**src/rtl/rx_gearbox_32_66_if.sv**
```systemverilog
// Bus bundle for the 32-to-66 RX gearbox: raw 32-bit SerDes words in, 66-bit
// blocks (64-bit payload + 2-bit sync header) plus bitslip bookkeeping out.
interface rx_gearbox_32_66_if;
  // serdes_in_valid qualifies serdes_in_data on the edge it is sampled high; there
  // is no backpressure. serdes_rx_valid is a one-cycle strobe per assembled block,
  // and serdes_rx_data/serdes_rx_hdr hold their value between strobes.
  logic [31:0] serdes_in_data;
  logic        serdes_in_valid;
  logic        serdes_rx_bitslip;
  logic [63:0] serdes_rx_data;
  logic [1:0]  serdes_rx_hdr;
  logic        serdes_rx_valid;
  logic [6:0]  slip_count;

  modport master (
    output serdes_in_data, serdes_in_valid, serdes_rx_bitslip,
    input  serdes_rx_data, serdes_rx_hdr, serdes_rx_valid, slip_count
  );

  modport slave (
    input  serdes_in_data, serdes_in_valid, serdes_rx_bitslip,
    output serdes_rx_data, serdes_rx_hdr, serdes_rx_valid, slip_count
  );
endinterface

```
**src/rtl/rx_gearbox_32_66.sv**
```systemverilog
// 32-bit to 66-bit RX gearbox: appends words into a 98-bit bit buffer, applies
// edge-triggered bitslips, and emits one 66-bit block whenever 66 bits are held.
module rx_gearbox_32_66 #(
  parameter int BIT_REVERSE    = 0,
  parameter int OUT_DATA_WIDTH = 64,
  parameter int OUT_HDR_WIDTH  = 2
) (
  input  logic               rx_clk,
  input  logic               rx_rst_n,
  rx_gearbox_32_66_if.slave  gb
);

  localparam int BLK = OUT_DATA_WIDTH + OUT_HDR_WIDTH;
  localparam int BW  = 98;

  logic [BW-1:0] shreg_q;
  logic [6:0]    cnt_q;
  logic          slip_q;

  logic [31:0]   word_rev;
  logic [31:0]   word;
  logic [BW-1:0] b_app, b_slp, b_nxt;
  logic [6:0]    c_app, c_slp, c_nxt;
  logic          slip;
  logic          emit;

  always_comb begin
    for (int i = 0; i < 32; i++) word_rev[i] = gb.serdes_in_data[31-i];
    word = (BIT_REVERSE != 0) ? word_rev : gb.serdes_in_data;

    // Bits above the fill count are always zero, so the append is a plain OR.
    b_app = shreg_q;
    c_app = cnt_q;
    if (gb.serdes_in_valid) begin
      b_app = shreg_q | ({66'b0, word} << cnt_q);
      c_app = cnt_q + 7'd32;
    end

    // A slip on an empty buffer has nothing to discard and is lost.
    slip  = gb.serdes_rx_bitslip & ~slip_q & (c_app != 7'd0);
    b_slp = slip ? (b_app >> 1) : b_app;
    c_slp = c_app - {6'b0, slip};

    emit  = (c_slp >= 7'(BLK));
    b_nxt = emit ? (b_slp >> BLK) : b_slp;
    c_nxt = emit ? (c_slp - 7'(BLK)) : c_slp;
  end

  always_ff @(posedge rx_clk or negedge rx_rst_n) begin
    if (!rx_rst_n) begin
      shreg_q            <= '0;
      cnt_q              <= '0;
      slip_q             <= 1'b0;
      gb.serdes_rx_data  <= '0;
      gb.serdes_rx_hdr   <= '0;
      gb.serdes_rx_valid <= 1'b0;
      gb.slip_count      <= '0;
    end else begin
      shreg_q            <= b_nxt;
      cnt_q              <= c_nxt;
      slip_q             <= gb.serdes_rx_bitslip;
      gb.serdes_rx_valid <= emit;
      if (emit) begin
        gb.serdes_rx_data <= b_slp[BLK-1:OUT_HDR_WIDTH];
        gb.serdes_rx_hdr  <= b_slp[OUT_HDR_WIDTH-1:0];
      end
      if (slip) gb.slip_count <= gb.slip_count + 7'd1;
    end
  end

endmodule

```
**src/flat_wrapper.sv**
```systemverilog
// flat-port wrapper written by rule: the top's interface ports become plain ports
module rx_gearbox_32_66_flat 
#(
  parameter int BIT_REVERSE    = 0,
  parameter int OUT_DATA_WIDTH = 64,
  parameter int OUT_HDR_WIDTH  = 2
)
  (rx_clk, rx_rst_n, gb_serdes_in_data, gb_serdes_in_valid, gb_serdes_rx_bitslip, gb_serdes_rx_data, gb_serdes_rx_hdr, gb_serdes_rx_valid, gb_slip_count);
  rx_gearbox_32_66_if gb_i ();
  input  logic rx_clk;
  input  logic rx_rst_n;
  input wire logic [$bits(gb_i.serdes_in_data)-1:0] gb_serdes_in_data;
  input wire logic [$bits(gb_i.serdes_in_valid)-1:0] gb_serdes_in_valid;
  input wire logic [$bits(gb_i.serdes_rx_bitslip)-1:0] gb_serdes_rx_bitslip;
  output wire logic [$bits(gb_i.serdes_rx_data)-1:0] gb_serdes_rx_data;
  output wire logic [$bits(gb_i.serdes_rx_hdr)-1:0] gb_serdes_rx_hdr;
  output wire logic [$bits(gb_i.serdes_rx_valid)-1:0] gb_serdes_rx_valid;
  output wire logic [$bits(gb_i.slip_count)-1:0] gb_slip_count;
  assign gb_i.serdes_in_data = gb_serdes_in_data;
  assign gb_i.serdes_in_valid = gb_serdes_in_valid;
  assign gb_i.serdes_rx_bitslip = gb_serdes_rx_bitslip;
  assign gb_serdes_rx_data = gb_i.serdes_rx_data;
  assign gb_serdes_rx_hdr = gb_i.serdes_rx_hdr;
  assign gb_serdes_rx_valid = gb_i.serdes_rx_valid;
  assign gb_slip_count = gb_i.slip_count;
  rx_gearbox_32_66 #(.BIT_REVERSE(BIT_REVERSE), .OUT_DATA_WIDTH(OUT_DATA_WIDTH), .OUT_HDR_WIDTH(OUT_HDR_WIDTH)) u_core (.rx_clk(rx_clk), .rx_rst_n(rx_rst_n), .gb(gb_i));
endmodule
```
**config.mk**
```make
export PLATFORM = sky130hd
export DESIGN_NAME = rx_gearbox_32_66_flat
export DESIGN_NICKNAME = d
export VERILOG_FILES = /design/src/rtl/rx_gearbox_32_66_if.sv /design/src/rtl/rx_gearbox_32_66.sv /design/src/flat_wrapper.sv
export SDC_FILE = /design/constraint.sdc
export NUM_CORES = 1
export LEC_CHECK = 0
export BUFFER_PORTS_ARGS = -buffer_cell sky130_fd_sc_hd__buf_2
export CELL_PAD_IN_SITES_DETAIL_PLACEMENT = 1
export CELL_PAD_IN_SITES_GLOBAL_PLACEMENT = 1
export CORE_MARGIN = 3
export CORE_UTILIZATION = 51
export CTS_BUF_LIST = sky130_fd_sc_hd__clkbuf_8 sky130_fd_sc_hd__clkbuf_16
export DETAILED_ROUTE_END_ITERATION = 8
export PLACE_DENSITY = 0.83
export SLEW_MARGIN = 20
export SYNTH_ARGS = -nofsm -noshare
export SYNTH_HDL_FRONTEND = slang
export SYNTH_SLANG_ARGS = --single-unit
export TNS_END_PERCENT = 20
```
**constraint.sdc**
```tcl
create_clock -name rx_clk -period 10.2 [get_ports rx_clk]
set_input_delay 1.53 -clock rx_clk [delete_from_list [all_inputs] [get_ports rx_clk]]
set_output_delay 1.53 -clock rx_clk [all_outputs]
set_load 0.02 [all_outputs]
```
==> results of run 1 <==
## cells in the mapped netlist, types with 6 or more instances
master | number | area share (%)
mux4_1 | 10 | 2.2
a211o_1 | 6 | 0.45
a22o_1 | 7 | 0.52
buf_4 | 6 | 0.38
nor3_1 | 24 | 1.0
inv_1 | 12 | 0.38
a21oi_1 | 54 | 2.3
mux2i_1 | 75 | 6.4
xnor2_1 | 13 | 0.97
o31ai_1 | 13 | 0.83
a221o_1 | 6 | 0.51
nand2b_1 | 12 | 0.64
buf_2 | 37 | 1.6
a311oi_1 | 6 | 0.45
buf_1 | 7 | 0.22
nor2b_1 | 11 | 0.59
clkbuf_1 | 40 | 1.3
nand2_1 | 153 | 4.9
mux2_2 | 37 | 3.6
a221oi_1 | 9 | 0.67
nand3_1 | 17 | 0.72
and3_1 | 6 | 0.32
a22oi_1 | 6 | 0.38
buf_6 | 6 | 0.58
o22ai_1 | 19 | 1.0
nor2_1 | 141 | 4.5
o21bai_1 | 8 | 0.51
o21ai_1 | 15 | 0.64
o211ai_1 | 16 | 1.0
mux4_2 | 38 | 7.3
dfrtp_1 | 180 | 38
a211oi_1 | 12 | 0.77
o22a_1 | 7 | 0.52
o21ai_0 | 103 | 4.4
a21o_1 | 12 | 0.77
## path summary, 6_finish.rpt
| kind | start | to | slack (ns) | depth (start not counted) |
|---|---|---|---|---|
| setup / recovery | gb_serdes_in_valid | u_core.shreg_q[15]$_DFF_PN0_ | 4.34 | 14 |
| hold / removal | u_core.gb.slip_count[6]$_DFFE_PN0P_ | u_core.gb.slip_count[6]$_DFFE_PN0P_ | 0.47 | 1 |
| setup reg to reg | u_core.cnt_q[2]$_DFF_PN0_ | u_core.shreg_q[15]$_DFF_PN0_ | 4.70 | 14 |
| hold reg to reg | u_core.gb.slip_count[6]$_DFFE_PN0P_ | u_core.gb.slip_count[6]$_DFFE_PN0P_ | 0.47 | 1 |
| max in group asynchronous | rx_rst_n | u_core.cnt_q[0]$_DFF_PN0_ | 7.35 | 4 |
| min in group asynchronous | rx_rst_n | u_core.gb.serdes_rx_data[52]$_DFFE_PN0P_ | 0.98 | 1 |
## final cells by class
class | instances | area, sq um
antenna | 1 | 2.50
clock buffer | 17 | 425
clock inverter | 15 | 234
fill | 2548 | 9250
inverter | 15 | 56.3
multi-input combinational | 934 | 6700
sequential | 180 | 4510
tap | 280 | 350
timing repair buffer | 127 | 707
## report_power, final
| group | switching, mW | internal, mW | total, mW |
|---|---|---|---|
| combinational | 2.28 | 1.11 | 3.39 |
| clock | 0.368 | 0.369 | 0.737 |
| sequential | 0.178 | 1.05 | 1.23 |
| total | 2.83 | 2.53 | 5.36 |
## critical path, cell delays in order
cell,delay (ns)
buf_2,0.40
and3_1,0.30
nor2_1,0.09
o31ai_4,0.25
inv_2,0.06
ha_1,0.24
ha_1,0.26
xnor2_1,0.40
ha_1,0.31
nand2_1,0.13
o31ai_4,0.29
buf_4,0.58
buf_4,0.84
mux2_2,0.42
## per-layer routing
| metal | GRT usage, % | vias to the layer above | share of wire, % |
|---|---|---|---|
| met4 | 15.3 | 0 | 5.0 |
| met5 | 0 | - | 0 |
| met1 | 48.0 | 5549 | 40 |
| met2 | 57.9 | 605 | 47 |
| li1 | - | 4628 | - |
| met3 | 7.41 | 154 | 8.9 |
## layout by cell type (no fill, tap or decap), drive strengths merged, types with 8 or more instances in the layout
cell type,Yosys,routed
dfrtp,180,180
nand2,153,153
nor2,142,142
buf,57,127
o21ai,120,120
mux2i,79,79
a21oi,54,54
mux4,48,48
mux2,40,40
nor3,24,24
inv,15,24
o22ai,20,20
nand3,17,17
clkbuf,40,17
o211ai,16,16
o31ai,16,16
a211oi,14,14
xnor2,13,13
a221oi,13,13
a21o,12,12
nand2b,12,12
nor2b,11,11
o21bai,8,8
## kinds of logic after synthesis
family / Yosys count
buf+inv: 112
compound gates: 351
fa+ha+maj: 4
flops: 180
xor+xnor: 16
simple gates: 396
mux: 167
## per-stage QoR
stage	util, %	setup WS (ns)	power [mW]	hold slack, ns	instances
2_1_floorplan	-	5.13	3.39	0.511	1226
3_3_place_gp	55.3	4.29	4.36	0.455	1535
3_5_place_dp	55.3	4.07	4.47	0.459	1535
4_1_cts	58.2	4.44	5.25	0.474	1567
5_1_grt	58.4	4.13	5.58	0.501	1569
6_report	58.4	4.34	5.36	0.469	1569
## state kept, by name, summed over array words and instances (netlist names)
| register | cells |
|---|---|
| u_core.gb.serdes_rx_data | 64 |
| u_core.gb.serdes_rx_valid | 1 |
| u_core.shreg_q | 98 |
| u_core.gb.slip_count | 7 |
| u_core.slip_q | 1 |
| u_core.cnt_q | 7 |
| u_core.gb.serdes_rx_hdr | 2 |
==> results.md, run 1 <==
* Status: finished, final reports clean
* Post-route minimum period at 5.86 ns
* GRT overflow at 0
* Die Ht at 158 um
* Root Buffer: clkbuf_16
* Post-route setup TNS at 0 ns
* Detailed Route WL at 44.8 mm
* Htree depth at 4
* First-pass GRT wire length at slightly below 70 mm
* CP Launch Type: primary input
* Fmax at between 0.15 and 0.2 GHz
* Synthesized netlist net count at 1266
* Share of the cycle needed by the critical path after routing at 57.4%
* Yosys warns at 0
* Clk_lat worst skew at around 0.46 ns
* CP Class: in -> reg
* Worst-Margin Slew at approximately 1.3 ns
* Final Setup Violations at 0
* Hold crit path type: reg -> reg
* Initial antenna violation count at 1
* Pin count of the biggest net entering global routing at 94
* Max transition margin at between 10% and 20%
* Synthesized flop and latch total at 180
* Placed inst area at ~12000 sq um
* Via/cell ratio at 6.97
* Netlist cell types at 86
* Starting DRT DRC Count at 1343
* Post-CTS setup buffer count at 0
* Max-slew violation count at 0
* Via Count at 10900
* Arr. time, crit path at 6.18 ns
* Worst-case clock buffer depth at 2
* Post-layout nets at 1315
* XOR/XNOR Fraction of Synth Area at ~1.2%
* Layout area overhead at 10.6%
* Crit. End Element: flip-flop
* Final Cell Area at 13000 sq um
* Multiplexer share of the synthesized area at 20.4%
* Row count at 54
* Adder-Cell Fraction of Synth Area at 0.426%
* Post-DP HPWL at 31.1 mm
* Post-Synthesis Cell Area at 11700 sq um
* Drt pass-1 iters at 5
* CTS clk-pin slew, worst paths at 0.08 ns
* Number of global-route vias before repair at 11200
* Post-Synth Simple-Gate Area at about 15%
* PD cells at 413 nW/um^2
* Post-route ant nets at 0
* CTS sink cnt at 180
* Core area at 22200 sq um
* Port bufs at 109
* Max Cap Viol at 0
* Peak supply drop at around 0.25 mV
* EDFF count, synth at 0
* DR DRC count at 0
* Synth async-reset ratio at 100%
* CP required at 10.52 ns
* WL/cell at approximately 29 um
* Top_reg_cell synth: dfrtp_1
* Synth Area in Compound Gates at around 20%
* DIE AREA at 24900 sq um
* Share of cells above drive strength 1 at 20.9%
* Post-CTS Resized at 0
* Num CTS Buffers at 17
* CTS tree: done
* Final Hold Viols at 0
* Number of I/O pins at 110
* Die Wd at 158 um
* Gpl congestion at 0.999
* Post-Syn Instances at 1226
* CP max FO at slightly above 90
* Sequential area share after synthesis at 38.4%
* GRT Total Usage at 36.1%
* Hold buffers post-CTS at 0
* Initial Utilization at between 50% and 60%
* Avg Cell Area, Syn at 9.57 sq um
* P_leak at 5.78 nW
* Largest family of logic cells by synthesized area: multiplexers
* Max Clock Skew at 0.0295 ns
* RSZ-0062 raised after global routing: false
Note: power is estimated with default switching activity, not from simulation.
==> run 2: changes to the inputs <==
--- a/config.mk
+++ b/config.mk
@@ -5,14 +5,15 @@
 export SDC_FILE = /design/constraint.sdc
 export NUM_CORES = 1
 export LEC_CHECK = 0
+export ABC_AREA = 1
 export BUFFER_PORTS_ARGS = -buffer_cell sky130_fd_sc_hd__buf_2
 export CELL_PAD_IN_SITES_DETAIL_PLACEMENT = 1
 export CELL_PAD_IN_SITES_GLOBAL_PLACEMENT = 1
 export CORE_MARGIN = 3
-export CORE_UTILIZATION = 51
+export CORE_UTILIZATION = 43
 export CTS_BUF_LIST = sky130_fd_sc_hd__clkbuf_8 sky130_fd_sc_hd__clkbuf_16
 export DETAILED_ROUTE_END_ITERATION = 8
-export PLACE_DENSITY = 0.83
+export PLACE_DENSITY = 0.76
 export SLEW_MARGIN = 20
 export SYNTH_ARGS = -nofsm -noshare
 export SYNTH_HDL_FRONTEND = slang
==> constraint.sdc (replaced) <==
create_clock -name rx_clk -period 5.8 [get_ports rx_clk]
set_input_delay 0.87 -clock rx_clk [delete_from_list [all_inputs] [get_ports rx_clk]]
set_output_delay 0.87 -clock rx_clk [all_outputs]
set_load 0.02 [all_outputs]
==> run 2 against run 1 <==
  * Core utilization decreased by 9.1 points
  * Total power increased by 70%
  * Register-to-register slack got worse by 3.1 ns
  * Clock skew decreased by 0.011 ns
  * Worst hold slack got worse by 0.0079 ns
  * Clock-buffer cell count unchanged
  * Routed wire length decreased by 3.1%
  * Sequential cell count unchanged
  * Critical endpoint is now u_core.shreg_q[4]$_DFF_PN0_
  * Largest cell class unchanged
==> results.md, run 2 <==
* Status: finished, final reports clean (unchanged)
* Register with the most flip-flops: u_core.shreg_q (unchanged)
* CP max FO at 48 (was 93)
* Top cell type's share of synthesized area at 39.7% (was 38.4%)
* Final Setup Violations at 0 (unchanged)
* Hold buffers post-CTS at 0 (unchanged)
* GRT Total Usage at 30.6% (was 36.1%)
* Port bufs at 109 (unchanged)
* Hold crit path type: in -> async (was reg -> reg)
* DR DRC count at 0 (unchanged)
* Peak supply drop at 0.311 mV (was 0.246 mV)
* Logic pwr share at 62.9% (was 63.2%)
* Commonest non-fill, non-tap cells in the layout: nand3_1, nand2_1, dfrtp_1 (was dfrtp_1, nand2_1, nor2_1)
* CP Launch Type: flip-flop (was primary input)
* Largest family of logic cells by synthesized area: simple AND/OR/NAND/NOR gates (was multiplexers)
* Fin Hold WS at 0.461 ns (was 0.469 ns)
* Row count at 58 (was 54)
* Layout area overhead at 10.8% (was 10.6%)
* Crit path buffers/inverters at 4 (unchanged)
* Cell taking the most area after synthesis: dfrtp_1 (unchanged)
* Worst-case clock buffer depth at 2 (unchanged)
* WL/cell at 21.3 um (was 28.6 um)
* Core area at 25500 sq um (was 22200 sq um)
* Post-route setup TNS at 0 ns (unchanged)
* Via/cell ratio at 5.87 (was 6.97)
* Post-route minimum period at 4.18 ns
* Number of global-route vias before repair at 12000 (was 11200)
* CP max stage cell: clkinv_2 (was buf_4)
* DIE AREA at 28400 sq um (was 24900 sq um)
* Number of I/O pins at 110 (unchanged)
* Ranking of synthesized cells by area: dfrtp_1, nand3_1, nand2_1 (was dfrtp_1, mux4_2, mux2i_1)
* Max Cap Viol at 0 (unchanged)
* Post-route ant nets at 0 (unchanged)
* Share of the cycle needed by the critical path after routing at 72.0%
* Fmax at 0.240 GHz
* Initial Utilization at 44.5% (was 52.8%)
* Switching share of power at 56.0% (was 52.8%)
* Footprint of the multi-input gates at 5900 sq um (was 6700 sq um)
* Detailed Route WL at 43.4 mm (was 44.8 mm)
* Most frequent cell after synthesis: nand3_1 (was dfrtp_1)
* Post-CTS setup buffer count at 0 (unchanged)
* Yosys warns at 0 (unchanged)
* Die Wd at 169 um (was 158 um)
* Non-Filler Instances at 2040 (was 1569)
* Largest register FFs at 98 (unchanged)
* Synth top cells by count: nand3_1, nand2_1, dfrtp_1, nor2_1, inv_1 (was dfrtp_1, nand2_1, nor2_1, o21ai_0, mux2i_1)
* CP required at 6.18 ns (was 10.52 ns)
* CP delay by family, top: buffers and inverters (unchanged)
* GRT overflow at 0 (unchanged)
* Gpl congestion at 1.04 (was 0.999)
* Final Hold Viols at 0 (unchanged)
* EDFF count, synth at 0 (unchanged)
* Netlist cell types at 40 (was 86)
* Worst Reg2Reg Path Length in Cells at 15 (was 14)
* Worst path depth at 15 (was 14)
* Post-Syn Instances at 1660 (was 1226)
* Crit. End Element: flip-flop (unchanged)
* Starting DRT DRC Count at 1111 (was 1343)
* DP Cell Count at 2008 (was 1535)
* Synthesized flop and latch total at 180 (unchanged)
* Adder-Cell Fraction of Synth Area at 0.441% (was 0.426%)
* Max transition margin at 26.8% (was 13.3%)
* First-pass GRT wire length at 68.7 mm (was 67.9 mm)
* Post-Synth Simple-Gate Area at 44.2% (was 14.7%)
* Top_reg_cell synth: dfrtp_1 (unchanged)
* Internal Power at 4.01 mW (was 2.53 mW)
* Sequential Power Share at 23.7% (was 23.0%)
* Initial antenna violation count at 0 (was 1)
* Worst path max stage delay at 0.53 ns (was 0.84 ns)
* Max-slew violation count at 0 (unchanged)
* N_diodes at 0 (was 1)
* Fill count at 3395 (was 2548)
* Post-Synthesis Cell Area at 11400 sq um (was 11700 sq um)
* Multiplexer share of the synthesized area at 0.0881% (was 20.4%)
* Share of cells above drive strength 1 at 11.2% (was 20.9%)
* Critical path cell sequence: buf_4 -> nor2_2 -> o21ai_2 -> o31ai_4 -> inv_2 -> ha_1 -> ha_1 -> xnor2_1 -> ha_1 -> nand4_2 -> nand2_4 -> clkinv_2 -> buf_4 -> or2_0 -> nand2_1 (was buf_2 -> and3_1 -> nor2_1 -> o31ai_4 -> inv_2 -> ha_1 -> ha_1 -> xnor2_1 -> ha_1 -> nand2_1 -> o31ai_4 -> buf_4 -> buf_4 -> mux2_2)
* CTS clk-pin slew, worst paths at 0.08 ns (about the same)
* PD cells at 724 nW/um^2 (was 413 nW/um^2)
* CP Class: reg -> reg (was in -> reg)
* Avg Cell Area, Syn at 6.84 sq um (was 9.57 sq um)
* XOR/XNOR Fraction of Synth Area at 1.13% (was 1.19%)
* RSZ-0062 raised after global routing: false (unchanged)
* Post-DP HPWL at 31.6 mm (was 31.1 mm)
* Drt pass-1 iters at 5 (unchanged)
* Root Buffer: clkbuf_16 (unchanged)
* Die Ht at 169 um (was 158 um)
* Pin count of the biggest net entering global routing at 143 (was 94)
* Synth Area in Compound Gates at 6.12% (was 20.1%)
* Synth async-reset ratio at 100% (unchanged)
* CTS sink cnt at 180 (unchanged)
* Synthesized netlist net count at 1700 (was 1266)
* Num CTS Buffers at 17 (unchanged)
* Biggest regs: u_core.shreg_q: 98 flops, u_core.gb.serdes_rx_data: 64 flops (unchanged)
* Clk_lat worst skew at 0.45 ns (was 0.46 ns)
* Post-layout nets at 1737 (was 1315)
* Max Clock Skew at 0.0183 ns (was 0.0295 ns)
* Htree depth at 4 (unchanged)
* CP most frequent cell: ha_1 (unchanged)
* CTS tree: done (unchanged)
* Arr. time, crit path at 4.56 ns (was 6.18 ns)
* P_leak at 6.41 nW (was 5.78 nW)
* Register area at 4500 sq um (was 4510 sq um)
* Worst-Margin Slew at 1.09 ns (was 1.29 ns)
* Core Util, Final at 49.3% (was 58.4%)
* Psw at 5.10 mW (was 2.83 mW)
* Post-CTS Resized at 0 (unchanged)
* Commonest non-fill, non-tap cell in the layout: nand3_1 (was dfrtp_1)
* Via Count at 12000 (was 10900)
* Sequential area share after synthesis at 39.7% (was 38.4%)
* Clock power frac at 13.5% (was 13.8%)
## run 2: per-stage QoR
step / worst slack (ns) / total power [mW] / cell area [sq um]
3_5_place_dp: 1.25 / 7.77 / 12000
4_1_cts: 1.67 / 9.05 / 12600
3_3_place_gp: 1.39 / 7.62 / 12000
6_report: 1.62 / 9.11 / 12600
2_1_floorplan: 2.28 / 5.96 / 11400
5_1_grt: 1.44 / 9.80 / 12600
## run 2: kinds of logic after synthesis
family / count (synthesis)
multiplexers: 1
buffers and inverters: 219
flip-flops: 180
AO/OA/AOI/OAI: 119
adder cells (fa/ha/maj): 4
AND/OR/NAND/NOR: 1124
XOR/XNOR: 13
## run 2: worst paths after layout
check | from | endpoint | slack, ns
setup reg to reg | u_core.cnt_q[3]$_DFF_PN0_ | u_core.shreg_q[4]$_DFF_PN0_ | 1.62
hold reg to reg | u_core.gb.slip_count[6]$_DFFE_PN0P_ | u_core.gb.slip_count[6]$_DFFE_PN0P_ | 0.47
max in group asynchronous | rx_rst_n | u_core.shreg_q[86]$_DFF_PN0_ | 4.10
setup / recovery | u_core.cnt_q[3]$_DFF_PN0_ | u_core.shreg_q[4]$_DFF_PN0_ | 1.62
min in group rx_clk | u_core.gb.slip_count[6]$_DFFE_PN0P_ | u_core.gb.slip_count[6]$_DFFE_PN0P_ | 0.47
hold / removal | rx_rst_n | u_core.slip_q$_DFF_PN0_ | 0.46
## run 2: layout make-up
cell class | count | share of cell area (%)
Clock inverter | 15 | 1.57
Inverter | 107 | 3.20
Tap cell | 330 | 3.28
Timing Repair Buffer | 130 | 5.88
Multi-Input combinational cell | 1261 | 46.9
Clock buffer | 17 | 3.38
Sequential cell | 180 | 35.8
## run 2: layer usage
layer	up-vias	part of all wire, %	GRT usage, %
li1	5604	-	-
met1	5943	45	43.2
met2	362	46	48.3
met3	66	6.0	5.21
met4	0	2.9	9.43
met5	-	0	0
## run 2: worst reg2reg max path, stage by stage, from the launching register on
cell and delay [ns]:
dfrtp_1 0.37, buf_4 0.28, nor2_2 0.36, o21ai_2 0.15, o31ai_4 0.26, inv_2 0.07
ha_1 0.21, ha_1 0.21, xnor2_1 0.32, ha_1 0.26, nand4_2 0.14, nand2_4 0.11
clkinv_2 0.53, buf_4 0.51, or2_0 0.27, nand2_1 0.06
## run 2: power groups by stage
stage	logic [mW]	clock network, mW	registers (mW)
2_1_floorplan	3.53	0	2.43
3_3_place_gp	5.47	0	2.15
3_5_place_dp	5.60	0	2.17
4_1_cts	5.65	1.25	2.16
5_1_grt	6.28	1.30	2.23
6_report	5.73	1.23	2.16
==> run 3: changes to the inputs <==
--- a/config.mk
+++ b/config.mk
@@ -10,10 +10,10 @@
 export CELL_PAD_IN_SITES_DETAIL_PLACEMENT = 1
 export CELL_PAD_IN_SITES_GLOBAL_PLACEMENT = 1
 export CORE_MARGIN = 3
-export CORE_UTILIZATION = 43
+export CORE_UTILIZATION = 39
 export CTS_BUF_LIST = sky130_fd_sc_hd__clkbuf_8 sky130_fd_sc_hd__clkbuf_16
 export DETAILED_ROUTE_END_ITERATION = 8
-export PLACE_DENSITY = 0.76
+export PLACE_DENSITY = 0.73
 export SLEW_MARGIN = 20
 export SYNTH_ARGS = -nofsm -noshare
 export SYNTH_HDL_FRONTEND = slang
==> constraint.sdc (replaced) <==
create_clock -name rx_clk -period 3.55 [get_ports rx_clk]
set_input_delay 0.5325 -clock rx_clk [delete_from_list [all_inputs] [get_ports rx_clk]]
set_output_delay 0.5325 -clock rx_clk [all_outputs]
set_load 0.02 [all_outputs]
==> run 3 against run 2 <==
  * Clock power up 63%
  * Sequential share of layout area down 0.56 points
  * Global-route usage down 2.5 points
  * Register-to-register slack worse by 1.3 ns
  * Sequential cell count unchanged
  * Total power up 65%
  * Non-clock buffer count up 12
  * First-iteration DRC count down 24%
  * Worst setup slack worse by 1.3 ns
  * Clock-buffer cell count unchanged
  * Via count down 0.93%
==> results.md, run 3 (synthesis results as in run 2) <==
* WL/cell at 20.7 um (was 21.3 um)
* Largest register FFs at 98 (unchanged)
* Core area at 28200 sq um (was 25500 sq um)
* Arr. time, crit path at 3.54 ns (was 4.56 ns)
* Share of cells above drive strength 1 at 11.7% (was 11.2%)
* Worst-Margin Slew at 1.14 ns (was 1.09 ns)
* Max Clock Skew at 0.0181 ns (was 0.0183 ns)
* Final Hold Viols at 0 (unchanged)
* Fmax at 0.310 GHz (was 0.240 GHz)
* Worst path max stage delay at 0.44 ns (was 0.53 ns)
* Crit. End Element: flip-flop (unchanged)
* Number of global-route vias before repair at 12000 (about the same)
* DIE AREA at 31200 sq um (was 28400 sq um)
* Starting DRT DRC Count at 847 (was 1111)
* Detailed Route WL at 43.4 mm (about the same)
* CP delay by family, top: simple AND/OR/NAND/NOR gates (was buffers and inverters)
* Pin count of the biggest net entering global routing at 100 (was 143)
* Post-route setup TNS at 0 ns (unchanged)
* Fill count at 3732 (was 3395)
* Port bufs at 109 (unchanged)
* Post-route minimum period at 3.22 ns (was 4.18 ns)
* Share of the cycle needed by the critical path after routing at 90.8% (was 72.0%)
* Die Wd at 177 um (was 169 um)
* Hold crit path type: in -> async (unchanged)
* Row count at 61 (was 58)
* P_leak at 6.49 nW (was 6.41 nW)
* CP Launch Type: flip-flop (unchanged)
* Critical path cell sequence: nor2_8 -> nand2_1 -> o31ai_4 -> inv_2 -> ha_1 -> ha_1 -> xnor2_1 -> ha_1 -> nand4_2 -> nand2_4 -> clkinv_2 -> buf_12 -> buf_4 -> nand3_1 -> nand2_1 (was buf_4 -> nor2_2 -> o21ai_2 -> o31ai_4 -> inv_2 -> ha_1 -> ha_1 -> xnor2_1 -> ha_1 -> nand4_2 -> nand2_4 -> clkinv_2 -> buf_4 -> or2_0 -> nand2_1)
* Drt pass-1 iters at 5 (unchanged)
* DR DRC count at 0 (unchanged)
* Layout area overhead at 12.6% (was 10.8%)
* Hold buffers post-CTS at 0 (unchanged)
* N_diodes at 0 (unchanged)
* CTS sink cnt at 180 (unchanged)
* Post-DP HPWL at 32.5 mm (was 31.6 mm)
* Peak supply drop at 0.624 mV (was 0.311 mV)
* CP max FO at 77 (was 48)
* Clk_lat worst skew at 0.44 ns (was 0.45 ns)
* PD cells at 1170 nW/um^2 (was 724 nW/um^2)
* GRT Total Usage at 28.1% (was 30.6%)
* Register with the most flip-flops: u_core.shreg_q (unchanged)
* Max-slew violation count at 0 (unchanged)
* Post-route ant nets at 0 (unchanged)
* CP Class: reg -> reg (unchanged)
* RSZ-0062 raised after global routing: false (unchanged)
* Die Ht at 177 um (was 169 um)
* Worst-case clock buffer depth at 2 (unchanged)
* Crit path buffers/inverters at 4 (unchanged)
* Core Util, Final at 45.3% (was 49.3%)
* Num CTS Buffers at 17 (unchanged)
* Initial Utilization at 40.2% (was 44.5%)
* Post-CTS Resized at 0 (unchanged)
* Root Buffer: clkbuf_16 (unchanged)
* GRT overflow at 0 (unchanged)
* Htree depth at 4 (unchanged)
* CP most frequent cell: ha_1 (unchanged)
* Via Count at 11900 (was 12000)
* Biggest regs: u_core.shreg_q: 98 flops, u_core.gb.serdes_rx_data: 64 flops (unchanged)
* First-pass GRT wire length at 68.1 mm (was 68.7 mm)
* Via/cell ratio at 5.65 (was 5.87)
* Max Cap Viol at 0 (unchanged)
* CP max stage cell: dfrtp_1 (was clkinv_2)
* Gpl congestion at 1.01 (was 1.04)
* Final Setup Violations at 0 (unchanged)
* CTS tree: done (unchanged)
* Post-layout nets at 1749 (was 1737)
* Number of I/O pins at 110 (unchanged)
* CTS clk-pin slew, worst paths at 0.08 ns (about the same)
* Post-CTS setup buffer count at 0 (unchanged)
* Commonest non-fill, non-tap cells in the layout: nand3_1, nand2_1, dfrtp_1 (unchanged)
* Initial antenna violation count at 0 (unchanged)
* Status: finished, final reports clean (unchanged)
* Commonest non-fill, non-tap cell in the layout: nand3_1 (unchanged)
* Max transition margin at 24.3% (was 26.8%)
* CP required at 3.86 ns (was 6.18 ns)
-- run 3: worst paths after layout --
path                                                           from                                  endpoint  slack (ns)  depth (start not counted)
setup / recovery                          u_core.cnt_q[1]$_DFF_PN0_               u_core.shreg_q[7]$_DFF_PN0_        0.33                         15
hold / removal                                             rx_rst_n                   u_core.slip_q$_DFF_PN0_        0.04                          1
setup reg to reg                          u_core.cnt_q[1]$_DFF_PN0_               u_core.shreg_q[7]$_DFF_PN0_        0.33                         15
hold reg to reg            u_core.gb.serdes_rx_data[14]$_DFFE_PN0P_  u_core.gb.serdes_rx_data[14]$_DFFE_PN0P_        0.48                          2
max in group asynchronous                                  rx_rst_n               u_core.shreg_q[2]$_DFF_PN0_        2.71                          2
min in group rx_clk                            gb_serdes_rx_bitslip                   u_core.slip_q$_DFF_PN0_        0.21                          1
-- run 3: final cells by class --
class	count	area [sq um]	share of cell area [%]
multi-input combinational	1261	5900	46.2
sequential	180	4500	35.2
timing repair buffer	142	890	6.96
tap	378	473	3.70
clock buffer	17	425	3.33
inverter	107	403	3.15
clock inverter	14	188	1.47
-- run 3: metrics by stage --
stage          instances  hold WS, ns  setup WS (ns)  cell area (sq um)  power (mW)
2_1_floorplan       1660        0.237          0.371              11400        9.74
3_3_place_gp        2068        0.456          0.290              12200        12.6
3_5_place_dp        2068        0.461          0.115              12200        12.9
4_1_cts             2099       0.0884          0.349              12800        14.9
5_1_grt             2099       0.0898          0.110              12800        16.2
6_report            2099       0.0449          0.327              12800        15.0
-- run 3: metal layers --
layer | vias up | track usage [%] | part of all wire (%)
met2 | 357 | 43.9 | 45
met4 | 0 | 10.0 | 3.3
met1 | 5810 | 39.3 | 46
li1 | 5630 | - | -
met3 | 67 | 4.87 | 6.1
met5 | - | 0 | 0
-- run 3: worst register-to-register path, delay by kind of cell (launching register included) --
kind / cells / cell delay (ns)
simple gates: 6 / 0.74
xor+xnor: 1 / 0.30
flops: 1 / 0.44
compound gates: 1 / 0.28
fa+ha+maj: 3 / 0.68
buf+inv: 4 / 0.64
-- run 3: power by group --
group / switching, mW / internal, mW
sequential: 0.433 / 3.07
combinational: 6.88 / 2.61
clock: 0.980 / 1.02
